`src/rtl/sub_seq_int64.sv`:
```
`default_nettype none
// ============================================================================
// Module      : sub_seq_int64
// Description : Multi-cycle WIDTH-bit subtractor. The operands are latched on
//               accept, then CHUNK bits are subtracted per cycle, LSB chunk
//               first, with the borrow rippling between cycles. The result
//               and final borrow are held with a valid/ready handshake.
// Revision    : 1.0 - initial release
// ============================================================================
module sub_seq_int64 #(
    parameter int WIDTH = 64,
    parameter int CHUNK = 16
) (
    input  logic             clk,
    input  logic             rst_n,
    input  logic             in_valid,
    output logic             in_ready,
    input  logic [WIDTH-1:0] A,
    input  logic [WIDTH-1:0] B,
    output logic             out_valid,
    input  logic             out_ready,
    output logic [WIDTH-1:0] Sub,
    output logic             borrow_out,
    output logic             busy
);

    localparam int c_NCHUNK = WIDTH / CHUNK;
    localparam int c_KW     = (c_NCHUNK > 1) ? $clog2(c_NCHUNK) : 1;

    localparam logic [c_KW-1:0] c_LAST_K = c_KW'(c_NCHUNK - 1);

    localparam logic [1:0] c_IDLE = 2'd0;
    localparam logic [1:0] c_RUN  = 2'd1;
    localparam logic [1:0] c_DONE = 2'd2;

    // Reject parameter sets that would leave a partial chunk.
    generate
        if ((CHUNK < 1) || ((WIDTH % CHUNK) != 0)) begin : g_bad_params
            $error("sub_seq_int64: WIDTH must be a multiple of CHUNK and CHUNK >= 1");
        end
    endgenerate

    logic [1:0]       r_state;
    logic [c_KW-1:0]  r_k;
    logic             r_borrow;
    logic [WIDTH-1:0] r_a;
    logic [WIDTH-1:0] r_b;
    logic [WIDTH-1:0] r_res;
    logic [WIDTH-1:0] r_sub;
    logic             r_borrow_out;

    logic             w_accept;
    logic             w_last;
    logic [31:0]      w_base;
    logic [WIDTH-1:0] w_a_sh;
    logic [WIDTH-1:0] w_b_sh;
    logic [CHUNK-1:0] w_a_k;
    logic [CHUNK-1:0] w_b_k;
    logic [CHUNK:0]   w_diff;
    logic [CHUNK-1:0] w_d;
    logic             w_bnext;
    logic [WIDTH-1:0] w_res_next;

    assign in_ready   = (r_state == c_IDLE);
    assign out_valid  = (r_state == c_DONE);
    assign busy       = (r_state != c_IDLE);
    assign Sub        = r_sub;
    assign borrow_out = r_borrow_out;

    assign w_accept = in_valid && (r_state == c_IDLE);
    assign w_last   = (r_k == c_LAST_K);

    // Select chunk k of both latched operands.
    assign w_base = 32'(r_k) * 32'(CHUNK);
    assign w_a_sh = r_a >> w_base;
    assign w_b_sh = r_b >> w_base;
    assign w_a_k  = w_a_sh[CHUNK-1:0];
    assign w_b_k  = w_b_sh[CHUNK-1:0];

    // One extra bit on the left catches the borrow out of this chunk.
    assign w_diff  = {1'b0, w_a_k} - {1'b0, w_b_k} - {{CHUNK{1'b0}}, r_borrow};
    assign w_d     = w_diff[CHUNK-1:0];
    assign w_bnext = w_diff[CHUNK];

    // Working result with the current chunk's difference merged in.
    always_comb begin
        w_res_next                    = r_res;
        w_res_next[w_base +: CHUNK]   = w_d;
    end

    // Control FSM: IDLE -> RUN (NCHUNK edges) -> DONE -> IDLE on handshake.
    always_ff @(posedge clk or negedge rst_n) begin
        if (!rst_n) begin
            r_state <= c_IDLE;
            r_k     <= '0;
        end else begin
            case (r_state)
                c_IDLE: begin
                    if (w_accept) begin
                        r_state <= c_RUN;
                        r_k     <= '0;
                    end
                end
                c_RUN: begin
                    if (w_last) begin
                        r_state <= c_DONE;
                    end else begin
                        r_k <= r_k + c_KW'(1);
                    end
                end
                c_DONE: begin
                    if (out_ready) begin
                        r_state <= c_IDLE;
                    end
                end
                default: begin
                    r_state <= c_IDLE;
                    r_k     <= '0;
                end
            endcase
        end
    end

    // Datapath: latch operands on accept, ripple one chunk per RUN edge and
    // publish the finished result only on the final chunk so Sub never shows
    // a partial value.
    always_ff @(posedge clk or negedge rst_n) begin
        if (!rst_n) begin
            r_a          <= '0;
            r_b          <= '0;
            r_res        <= '0;
            r_borrow     <= 1'b0;
            r_sub        <= '0;
            r_borrow_out <= 1'b0;
        end else begin
            if (w_accept) begin
                r_a      <= A;
                r_b      <= B;
                r_res    <= '0;
                r_borrow <= 1'b0;
            end else if (r_state == c_RUN) begin
                r_res    <= w_res_next;
                r_borrow <= w_bnext;
                if (w_last) begin
                    r_sub        <= w_res_next;
                    r_borrow_out <= w_bnext;
                end
            end
        end
    end

endmodule
`default_nettype wire

```
`config.mk`:
```
export PLATFORM = sky130hd
export DESIGN_NAME = sub_seq_int64
export DESIGN_NICKNAME = d
export VERILOG_FILES = /design/src/rtl/sub_seq_int64.sv
export SDC_FILE = /design/constraint.sdc
export NUM_CORES = 1
export LEC_CHECK = 0
export ABC_CLOCK_PERIOD_IN_PS = 13350
export BUFFER_PORTS_ARGS = -buffer_cell sky130_fd_sc_hd__buf_2
export CORE_MARGIN = 5
export CORE_UTILIZATION = 40
export DETAILED_ROUTE_END_ITERATION = 10
export PLACE_DENSITY_LB_ADDON = 0.05
export REMOVE_ABC_BUFFERS = 1
export SLEW_MARGIN = 10
export SYNTH_ARGS = -nofsm -noshare
export SYNTH_HDL_FRONTEND = slang
export SYNTH_SLANG_ARGS = --single-unit
```
`constraint.sdc`:
```
create_clock -name clk -period 13.35 [get_ports clk]
set_clock_uncertainty 0.1 [all_clocks]
set_input_delay 0.6675 -clock clk [delete_from_list [all_inputs] [get_ports clk]]
set_output_delay 0.6675 -clock clk [all_outputs]
set_load 0.01 [all_outputs]
```
---- After elaboration in Yosys (flattened, before gate mapping) ----
Index checks and enable logic that the tools add are counted.
operators by class
  add/subtract/negate cells ............... 4
  $mul .................................... 0
  divide/modulo/power cells ............... 0
  $lt $le $gt $ge ......................... 0
  equality and inequality tests ........... 7
  shift operators ......................... 4
  multiplexer cells ....................... 12
  bitwise operators ....................... 2
  reduce and logical (&&, ||, !) cells .... 7
operator list
  cell                                                                       number
  64-bit two-way mux                                                         2
  64-bit by 6-bit right shift with 16-bit output                             2
  64-bit bitwise mux                                                         1
  16-bit by 34-bit variable shift with 64-bit output (first input constant)  1
  16-bit by 34-bit variable part select with 64-bit output                   1
  6-bit negation with 34-bit output                                          1
  16-bit by 16-bit subtractor with 17-bit output                             1
  17-bit by 1-bit subtractor with 17-bit output                              1
  2-bit case mux with 3 select lines                                         2
  2-bit two-way mux                                                          5
  3-bit AND reduction                                                        3
  2-bit == test (second input constant)                                      2
  2-bit by 1-bit inequality test with 1-bit output (second input constant)   2
  2-bit inequality test (second input constant)                              2
  2-bit nonzero test                                                         2
  2-bit by 1-bit adder with 2-bit output (second input constant)             1
  2-bit by 1-bit == test with 1-bit output (second input constant)           1
  2-bit logical NOT                                                          1
  1-bit two-way mux                                                          2
  1-bit inverter                                                             2
  1-bit logical AND                                                          1
word-level totals
  register bits ........................... 262
  bits in latches ......................... 0
  bits in writable memories ............... 0
  memory bits (read-only) ................. 0
  input port bits ......................... 132
  output and inout bits ................... 68
  word-level logic and storage cells ...... 44
  memories ................................ 0

---- Depth between registers and ports, before layout ----
Gate-level depths: netlist of the first run.
  depth after elaboration ................. 7
  gate-level depth with buffers ........... 13
  depth with buffers taken out ............ 11

---- Worst setup path before layout of the first run ----
Ideal clock, no wire load.
  kind .................................... register -> register
  start ................................... register r_k[0]
  end ..................................... register r_res[14]
  setup time .............................. 0.068 ns
  arrival ................................. 4.009 ns
  slack ................................... 9.174 ns
  stages on the path, launching flop included .. 14
  buffers on the path ..................... 2
  clock period less this slack ............ 4.176 ns
  cell sequence ........................... dfrtp_1 > buf_6 > buf_1 > mux4_2 > inv_1 > fa_1 > inv_1 > fa_1 > and3b_1 > o21ai_0 > o2111ai_1 > nor3b_1 > nor3_1 > a22o_1
on the way
  longest elaborated chain between the ends .. 7
  elaborated cells on any way between the ends .. 10
ends and longest elaborated chain
  element                                                            RTL line  source
  start: declaration                                                 44        logic [c_KW-1:0] r_k;
  start signal: assignment                                           108       r_k <= r_k + c_KW'(1);
  64-bit by 6-bit right shift with 16-bit output (on tied branches)  75, 76
  16-bit by 16-bit subtractor with 17-bit output                     81        assign w_diff = {1'b0, w_a_k} - {1'b0, w_b_k} - {{CHUNK{1'b0}}, r_borrow};
  17-bit by 1-bit subtractor with 17-bit output                      81
  16-bit by 34-bit variable part select with 64-bit output           88        w_res_next[w_base +: CHUNK] = w_d;
  64-bit bitwise mux (*)                                             88
  64-bit two-way mux (*)                                             141       end else if (r_state == c_RUN) begin
  64-bit two-way mux (*)                                             136       if (w_accept) begin
  end signal: assignment                                             142       r_res <= w_res_next;
  end: declaration                                                   48        logic [WIDTH-1:0] r_res;
Mark *: on every way between the ends. The rest lies on a longest branch, timed or not. The select of a mux whose other input is x is not followed.
A chain may end at the register's enable or synchronous reset.

---- Worst setup path after layout of the first run ----
  start ................................... register r_k[0]
  end ..................................... register r_res[46]
Same word-level chain as after synthesis.

==> results.md, run 1 <==
* Result of the run: finished clean
* Filler cell count at 2774
* Endpoint class of the critical path: flip-flop
* Busiest layer in global routing: met2
* Placed wire-length estimate at ~21 mm
* Sum of buffers and inverters on the critical path at 3
* Area taken by multi-input logic gates at 5150 um^2
* Crit-path slowest cell: sky130_fd_sc_hd__nor3_1
* Highest Clock Rate at 211 MHz
* Final-report hold violation count at 0
* Share of synthesized cell area in and, or, nand and nor gates at 6.74%
* Setup repair after global routing missed its margin: no
* Effective utilization at floorplan at approximately two fifths
* Setup crit start kind: flip-flop
* Global-route total usage across every layer at 18.6%
* Adder-cell area share of the yosys netlist at 3.83%
* Count of distinct cell types in the synthesized netlist at 53
* Fraction of the cycle the final worst path needs at 35.6%
* Met3 routing resource usage after global routing at under 10%
* Final RePlAce weighted congestion at 0.742
* Number of antenna violations at the first check in global routing at 8
* Critical setup path kind: flip-flop to flip-flop
* Core Region at 29800 um^2
* Width of the chip at ~180 um
* Cell-by-cell listing of the critical path: buf_4, mux4_2, inv_1, fa_1, inv_1, fa_1, and3b_1, o21ai_0, o2111ai_1, nor3b_1, nor3_1, a22o_1
* Row count at 63
* Proportion of synthesized area in mux cells at around 18%
* Depth of the CTS H-tree at 1
* Share of cells above drive strength 1 at 36.3%
* Post-synth EDFFs at 0
* Die height at 184 um
* Met2 Track Usage GR at 29.6%
* PostCTS Resize Cnt at 0
* Die area at 34000 um^2
* Remaining number of nets flagged by the antenna check after routing at 0
* Via-per-instance ratio at 5.43
* Register clock-pin slew on the reported worst setup and hold paths at around 0.060 ns
* DRC at 0
* Top Family by Delay on Critical Path: simple AND/OR/NAND/NOR gates
* Share of the synthesized area in compound gates (AO/OA/AOI/OAI) at 12.7%
* Number of instances in the synthesized netlist at a little under 1000
* Shortest period the worst path allows at between 4 and 5 ns
* Most common library cell in the layout ignoring fill and taps: sky130_fd_sc_hd__dfrtp_1
* Portion of synthesized cell area occupied by the leading cell type at around 54%
* Remaining max-slew budget at the tightest pin at a little over a quarter
* Share of async-settable or async-resettable flops after synthesis at 100%
* Average wire per cell in the routed design at ~20 um
* First-pass GRT wire length at 51.0 mm
* Number of violations reported at the end of detailed-routing iteration 0 at 404
* Buffers inserted by post-CTS timing repair at 0
* Total of flip-flops plus latches after synthesis at 262
* Total I/O pin count at 200
* Cts-stage hold buffer count at 0
* Delay of the slowest cell on the worst path at 0.73 ns
* Yosys warning count at 0
* Clock Path Buffers at 3
* Quantity of I/O buffers inserted on ports at 199
* Max-cap violations at 0
* Sum of negative setup slack at 0 ns
* Area growth from synthesis to final layout at 20.1%
* Cell at the root of the clock tree: sky130_fd_sc_hd__clkbuf_16
* Clock insertion delay at the later pin of the skew report at 0.56 ns
* Largest net degree at the start of global routing at 83
* Leading cell types by total area after synthesis: sky130_fd_sc_hd__dfrtp_1 54%, sky130_fd_sc_hd__mux2_2 12%, sky130_fd_sc_hd__mux4_2 5.9%
* Setup violations, final at 0
* Synthesized-area fraction occupied by xor and xnor cells at 1.01%
* Largest family of logic cells by synthesized area: multiplexers
* Gr ovfl total at 0
* Critical path data required time at 13.74 ns
* Least-Margin Pin Slew at 1.10 ns
* CTS tree: built
* Nets at between 1000 and 1500
* Endpoint arrival time on the critical path at 5.14 ns
* Synth area leader: sky130_fd_sc_hd__dfrtp_1
* TritonCTS buffer count at 30
* Part of the Yosys area used for sequential elements at a little over half
* Mapped cell area at 12200 um^2
* Most frequent cells in the layout: 260 x sky130_fd_sc_hd__dfrtp_1, 198 x sky130_fd_sc_hd__buf_2, 128 x sky130_fd_sc_hd__mux2_2
* Classification of the worst-slack hold path: primary input to async pin
* First-pass iteration count of the detailed router at 5
* Post-layout util at 49.0%
* Mean instance size in the synthesized netlist at 12.4 um^2
* Final Max Slew Viols at 0
* Biggest fanout along the worst timing path at 40
* Flip-flop and latch area at about 6600 um^2
* Sum of routed wire length over all layers at 31.9 mm
* Global routing usage on met1 at 26.5%
* Number of sinks handled by clock tree synthesis at 262
* Overall via count from detail_route at 8596
* Number of global-route vias before repair at 8928
* Most used DFF post-synth: sky130_fd_sc_hd__dfrtp_1
## area by class of cell
type | count | area share (%)
clock buffers | 44 | 6.05
diodes | 2 | 0.0343
flip-flops and latches | 262 | 44.9
clock inverters | 9 | 1.07
repair buffers | 215 | 7.71
multi-input cells | 602 | 35.3
inverters | 60 | 1.54
well taps | 390 | 3.34
## cell families after synthesis
kind of cell | count (synthesis)
flops | 262
xor+xnor | 14
mux | 162
compound gates | 213
simple gates | 177
buf+inv | 119
fa+ha+maj | 36
## registers in the layout (all words and copies together) (netlist names)
| name | cells |
|---|---|
| r_k | 2 |
| r_res | 64 |
| r_borrow | 1 |
| r_b | 64 |
| r_state | 2 |
| r_a | 64 |
| borrow_out | 1 |
| Sub | 64 |
## per-stage QoR
step | hold WS, ns | cell area [um^2] | std cells | setup slack, ns
after floorplan | 0.272 | 11900 | 924 | 8.03
after global placement | 0.357 | 13600 | 1529 | 8.55
after detailed placement | 0.366 | 13600 | 1529 | 8.55
after CTS | 0.0208 | 14600 | 1582 | 8.51
after global routing | 0.0525 | 14600 | 1584 | 8.20
final | 0.00517 | 14600 | 1584 | 8.60
## cell usage after synthesis, types with 4 or more instances
cell / n
sky130_fd_sc_hd__nand2_1: 39
sky130_fd_sc_hd__buf_1: 5
sky130_fd_sc_hd__a31oi_1: 4
sky130_fd_sc_hd__inv_1: 60
sky130_fd_sc_hd__xnor2_1: 8
sky130_fd_sc_hd__a221oi_1: 28
sky130_fd_sc_hd__a32oi_1: 4
sky130_fd_sc_hd__and3_1: 21
sky130_fd_sc_hd__nor3_1: 6
sky130_fd_sc_hd__clkbuf_1: 51
sky130_fd_sc_hd__mux2_2: 128
sky130_fd_sc_hd__nor4_1: 5
sky130_fd_sc_hd__a22o_1: 60
sky130_fd_sc_hd__ha_1: 34
sky130_fd_sc_hd__o31ai_1: 12
sky130_fd_sc_hd__a22oi_1: 8
sky130_fd_sc_hd__mux4_2: 32
sky130_fd_sc_hd__o21ai_0: 39
sky130_fd_sc_hd__xor2_1: 6
sky130_fd_sc_hd__a221o_1: 5
sky130_fd_sc_hd__nor2_1: 80
sky130_fd_sc_hd__a211oi_1: 5
sky130_fd_sc_hd__nand3_1: 5
sky130_fd_sc_hd__nand2b_1: 4
sky130_fd_sc_hd__a21oi_1: 34
sky130_fd_sc_hd__dfrtp_1: 262
## path summary, 6_finish.rpt
path,from,to,cells after the start,slack (ns)
worst max register to register,r_k[0]$_DFFE_PN0P_,r_res[46]$_DFFE_PN0P_,12,8.60
max in group asynchronous,rst_n,r_a[62]$_DFFE_PN0P_,2,11.69
worst min register to register,Sub[33]$_DFFE_PN0P_,Sub[33]$_DFFE_PN0P_,2,0.37
min in group clk,out_ready,r_state[1]$_DFFE_PN0P_,2,0.18
worst max-delay path,r_k[0]$_DFFE_PN0P_,r_res[46]$_DFFE_PN0P_,12,8.60
worst min-delay path,rst_n,Sub[58]$_DFFE_PN0P_,1,0.005
## routing by layer
| metal | routed length, um | share of wire, % |
|---|---|---|
| met5 | 61 | 0.19 |
| met2 | 14800 | 46 |
| met1 | 14600 | 46 |
| met4 | 547 | 1.7 |
| met3 | 1910 | 6.0 |
Power of run 1 is left out: the tool's default activity adds up to more than one toggle a clock period on the data nets, which glitch-free logic cannot reach.
==> inputs of run 2 (changes only) <==
Settings changed: ABC_AREA set to 1, ABC_CLOCK_PERIOD_IN_PS 13350 to 4750.
Clock period 13.35 ns to 4.75 ns, I/O delays scaled along.
==> run 2 against run 1 <==
Critical path depth is 3 higher. Count of clock-buffer cells in the layout is 2 lower. Sequential cell count stayed put. Worst hold slack better by 0.094 ns. Cell count is 50% higher. Synthesized cell count is 69% higher. Setup slack worse by 7.8 ns. Design area is 13% higher. Maximum frequency is 20% higher. Non-clock buffer count is 130 higher. Global-route usage is 1.7 points higher. Largest cell class unchanged. Highest routed layer is now met4.
==> results.md, run 2 <==
* Fraction of the cycle the final worst path needs at 83.6%
* Gr ovfl total at 0
* Endpoint arrival time on the critical path at roughly 4.3 ns
* Peak supply drop at 0.535 mV
* Result of the run: finished clean
* # diodes at 0
* Sum of buffers and inverters on the critical path at 3
* Post-layout util at 52.3%
* Classification of the worst-slack hold path: primary input to flip-flop
* Average wire per cell in the routed design at roughly 15 um
* Mapped cell area at 12800 um^2
* Proportion of synthesized area in mux cells at 0%
* Die area at 35600 um^2
* Remaining max-slew budget at the tightest pin at ~30%
* Library cell appearing most often on the critical path: sky130_fd_sc_hd__nand2_1
* Share of the synthesized area in compound gates (AO/OA/AOI/OAI) at 8.26%
* Total I/O pin count at 200
* Leading cell types by total area after synthesis: sky130_fd_sc_hd__dfrtp_1 51%, sky130_fd_sc_hd__nand2_1 26%, sky130_fd_sc_hd__ha_1 3.3%
* Synthesized-area fraction occupied by xor and xnor cells at 0.980%
* DRC at 0
* First-pass GRT wire length at approximately 60 mm
* Worst slack, placed at 0.812 ns
* Area growth from synthesis to final layout at 29.1%
* Most used DFF post-synth: sky130_fd_sc_hd__dfrtp_1
* Non-Filler Cell Area, Final at roughly 16000 um^2
* Placement Cell Area at 14100 um^2
* Number of instances in the synthesized netlist at 1661
* Width of the chip at 189 um
* Cell at the root of the clock tree: sky130_fd_sc_hd__clkbuf_16
* Synth area leader: sky130_fd_sc_hd__dfrtp_1
* Portion of synthesized cell area occupied by the leading cell type at 51.3%
* Post-synth EDFFs at 0
* Row count at 65
* Least-Margin Pin Slew at around 1.1 ns
* Biggest fanout along the worst timing path at 75
* Critical setup path kind: flip-flop to flip-flop
* Largest family of logic cells by synthesized area: simple AND/OR/NAND/NOR gates
* Number of antenna violations at the first check in global routing at 0
* Number of violations reported at the end of detailed-routing iteration 0 at 730
* Placed wire-length estimate at 23.3 mm
* Share of async-settable or async-resettable flops after synthesis at 100%
* Yosys warning count at 0
* Power Density at ~860 nW/um^2
* Delay of the slowest cell on the worst path at 0.64 ns
* Number of sinks handled by clock tree synthesis at ~260
* Adder-cell area share of the yosys netlist at 3.64%
* Depth of the CTS H-tree at 1
* Cell-by-cell listing of the critical path: inv_6, nand2_1, a32o_1, ha_1, inv_1, ha_1, a21oi_1, o21ai_1, a21o_1, xnor2_1, inv_1, nand3_1, o21ai_1, nand2_1, nand2_1
* Die height at 189 um
* CTS tree: built
* Overall via count from detail_route at 11600
* Endpoint class of the critical path: flip-flop
* Setup repair after global routing missed its margin: no
* Reported leakage power at 8.87 nW
* Share of cells above drive strength 1 at ~15%
* Buffers inserted by post-CTS timing repair at 0
* Register clock-pin slew on the reported worst setup and hold paths at roughly 0.06 ns
* Final Max Slew Viols at 0
* Final RePlAce weighted congestion at 0.839
* Filler cell count at 3094
* Clock Path Buffers at 3
* Number of global-route vias before repair at 11600
* Total of flip-flops plus latches after synthesis at 262
* Nets at 2123
* Shortest period the worst path allows at 3.97 ns
* Global-route total usage across every layer at 20.3%
* Most common library cell in the layout ignoring fill and taps: sky130_fd_sc_hd__nand2_1
* Via-per-instance ratio at approximately 4.9
* Max-cap violations at 0
* Setup crit start kind: flip-flop
* Critical path data required time at 5.09 ns
* Total power at about 14 mW
* Largest net degree at the start of global routing at 116
* Top post-synthesis cells by count: 880 x sky130_fd_sc_hd__nand2_1, 262 x sky130_fd_sc_hd__dfrtp_1, 94 x sky130_fd_sc_hd__inv_1
* Area taken by multi-input logic gates at 5510 um^2
* TritonCTS buffer count at 30
* Mean instance size in the synthesized netlist at 7.69 um^2
* Remaining number of nets flagged by the antenna check after routing at 0
* Clock insertion delay at the later pin of the skew report at 0.56 ns
* Part of the Yosys area used for sequential elements at 51.3%
* Final worst-path setup slack at between 0.7 and 0.8 ns
* Count of distinct cell types in the synthesized netlist at 42
* Final-report hold violation count at 0
* Setup violations, final at 0
* Crit-path slowest cell: sky130_fd_sc_hd__dfrtp_4
* Most frequent cells in the layout: 879 x sky130_fd_sc_hd__nand2_1, 261 x sky130_fd_sc_hd__dfrtp_1, 198 x sky130_fd_sc_hd__buf_2
* Most repeated cell in the gate-level netlist after synthesis: sky130_fd_sc_hd__nand2_1
* Top Family by Delay on Critical Path: compound AO/OA/AOI/OAI gates
* Share of synthesized cell area in and, or, nand and nor gates at 30.1%
* Quantity of I/O buffers inserted on ports at 199
* Highest Clock Rate at 252 MHz
* Core Region at 31600 um^2
* Sum of routed wire length over all layers at 36.6 mm
* Flip-flop and latch area at 6560 um^2
* First-pass iteration count of the detailed router at 6
* Effective utilization at floorplan at 40.5%
==> run 2: changes by cell type after synthesis, sizes merged, moves of 25 or more <==
cell	before	now
o21ai	40	89
nor2	80	55
inv	60	100
nand2	39	888
a22o	60	0
a221oi	28	0
mux2	128	0
mux4	32	0
o22ai	0	35
==> run 2: cells by family (layout without fill, tap and decap cells) <==
kind of cell	count (synthesis)	after routing
flip-flops	262	262
buffers and inverters	185	501
XOR/XNOR	10	10
AND/OR/NAND/NOR	988	988
AO/OA/AOI/OAI	180	180
adder cells (fa/ha/maj)	36	36
==> run 2: final timing paths <==
path | startpoint | endpoint | slack (ns) | cells after the start
setup / recovery | r_k[0]$_DFFE_PN0P_ | r_res[56]$_DFFE_PN0P_ | 0.78 | 15
hold / removal | in_valid | r_k[0]$_DFFE_PN0P_ | 0.1 | 4
setup reg to reg | r_k[0]$_DFFE_PN0P_ | r_res[56]$_DFFE_PN0P_ | 0.78 | 15
hold reg to reg | r_b[29]$_DFFE_PN0P_ | r_b[29]$_DFFE_PN0P_ | 0.37 | 2
max in group asynchronous | rst_n | r_res[33]$_DFFE_PN0P_ | 3.09 | 3
min in group asynchronous | rst_n | Sub[17]$_DFFE_PN0P_ | 0.23 | 2
==> run 2: report_power, final <==
group	internal [mW]	switching, mW	total (mW)	leakage [nW]
Clock	1.60	0.938	2.54	0.536
Sequential	3.10	0.501	3.60	3.43
Combinational	2.69	5.41	8.10	4.90
==> run 2: layer usage <==
| layer | GRT usage (%) | part of all wire (%) |
|---|---|---|
| met1 | 28.1 | 47 |
| met2 | 34.5 | 47 |
| met3 | 3.06 | 4.7 |
| met4 | 3.62 | 1.6 |
| met5 | 0 | 0 |
==> run 2: area by class of cell <==
type / count / area share [%]
timing repair buffer: 345 / 14.8
sequential: 262 / 39.8
clock buffer: 42 / 5.32
inverter: 102 / 2.37
tap: 402 / 3.05
clock inverter: 12 / 1.29
multi-input combinational: 1214 / 33.4
==> run 2: repair_timing <==
action / CTS / global route
endpoints found under the hold margin: 242 / 0
hold buffers: 130 / 0
resized for setup: 0 / 0
==> run 2: tightest hold or removal path: stages <==
cell	delay, ns
sky130_fd_sc_hd__buf_2	0.11
sky130_fd_sc_hd__a21oi_1	0.11
sky130_fd_sc_hd__nor2_1	0.15
sky130_fd_sc_hd__o21ai_0	0.10
==> run 2: through the flow <==
step	hold WS, ns	TNS, ns	std cells
floorplan	-0.158	-296.77	1578
global placement	0.287	0	2195
detailed placement	0.286	0	2195
CTS	0.0750	0	2379
global route	0.111	0	2379
finish	0.0989	0	2379
Note: power is estimated with default switching activity, not from simulation.
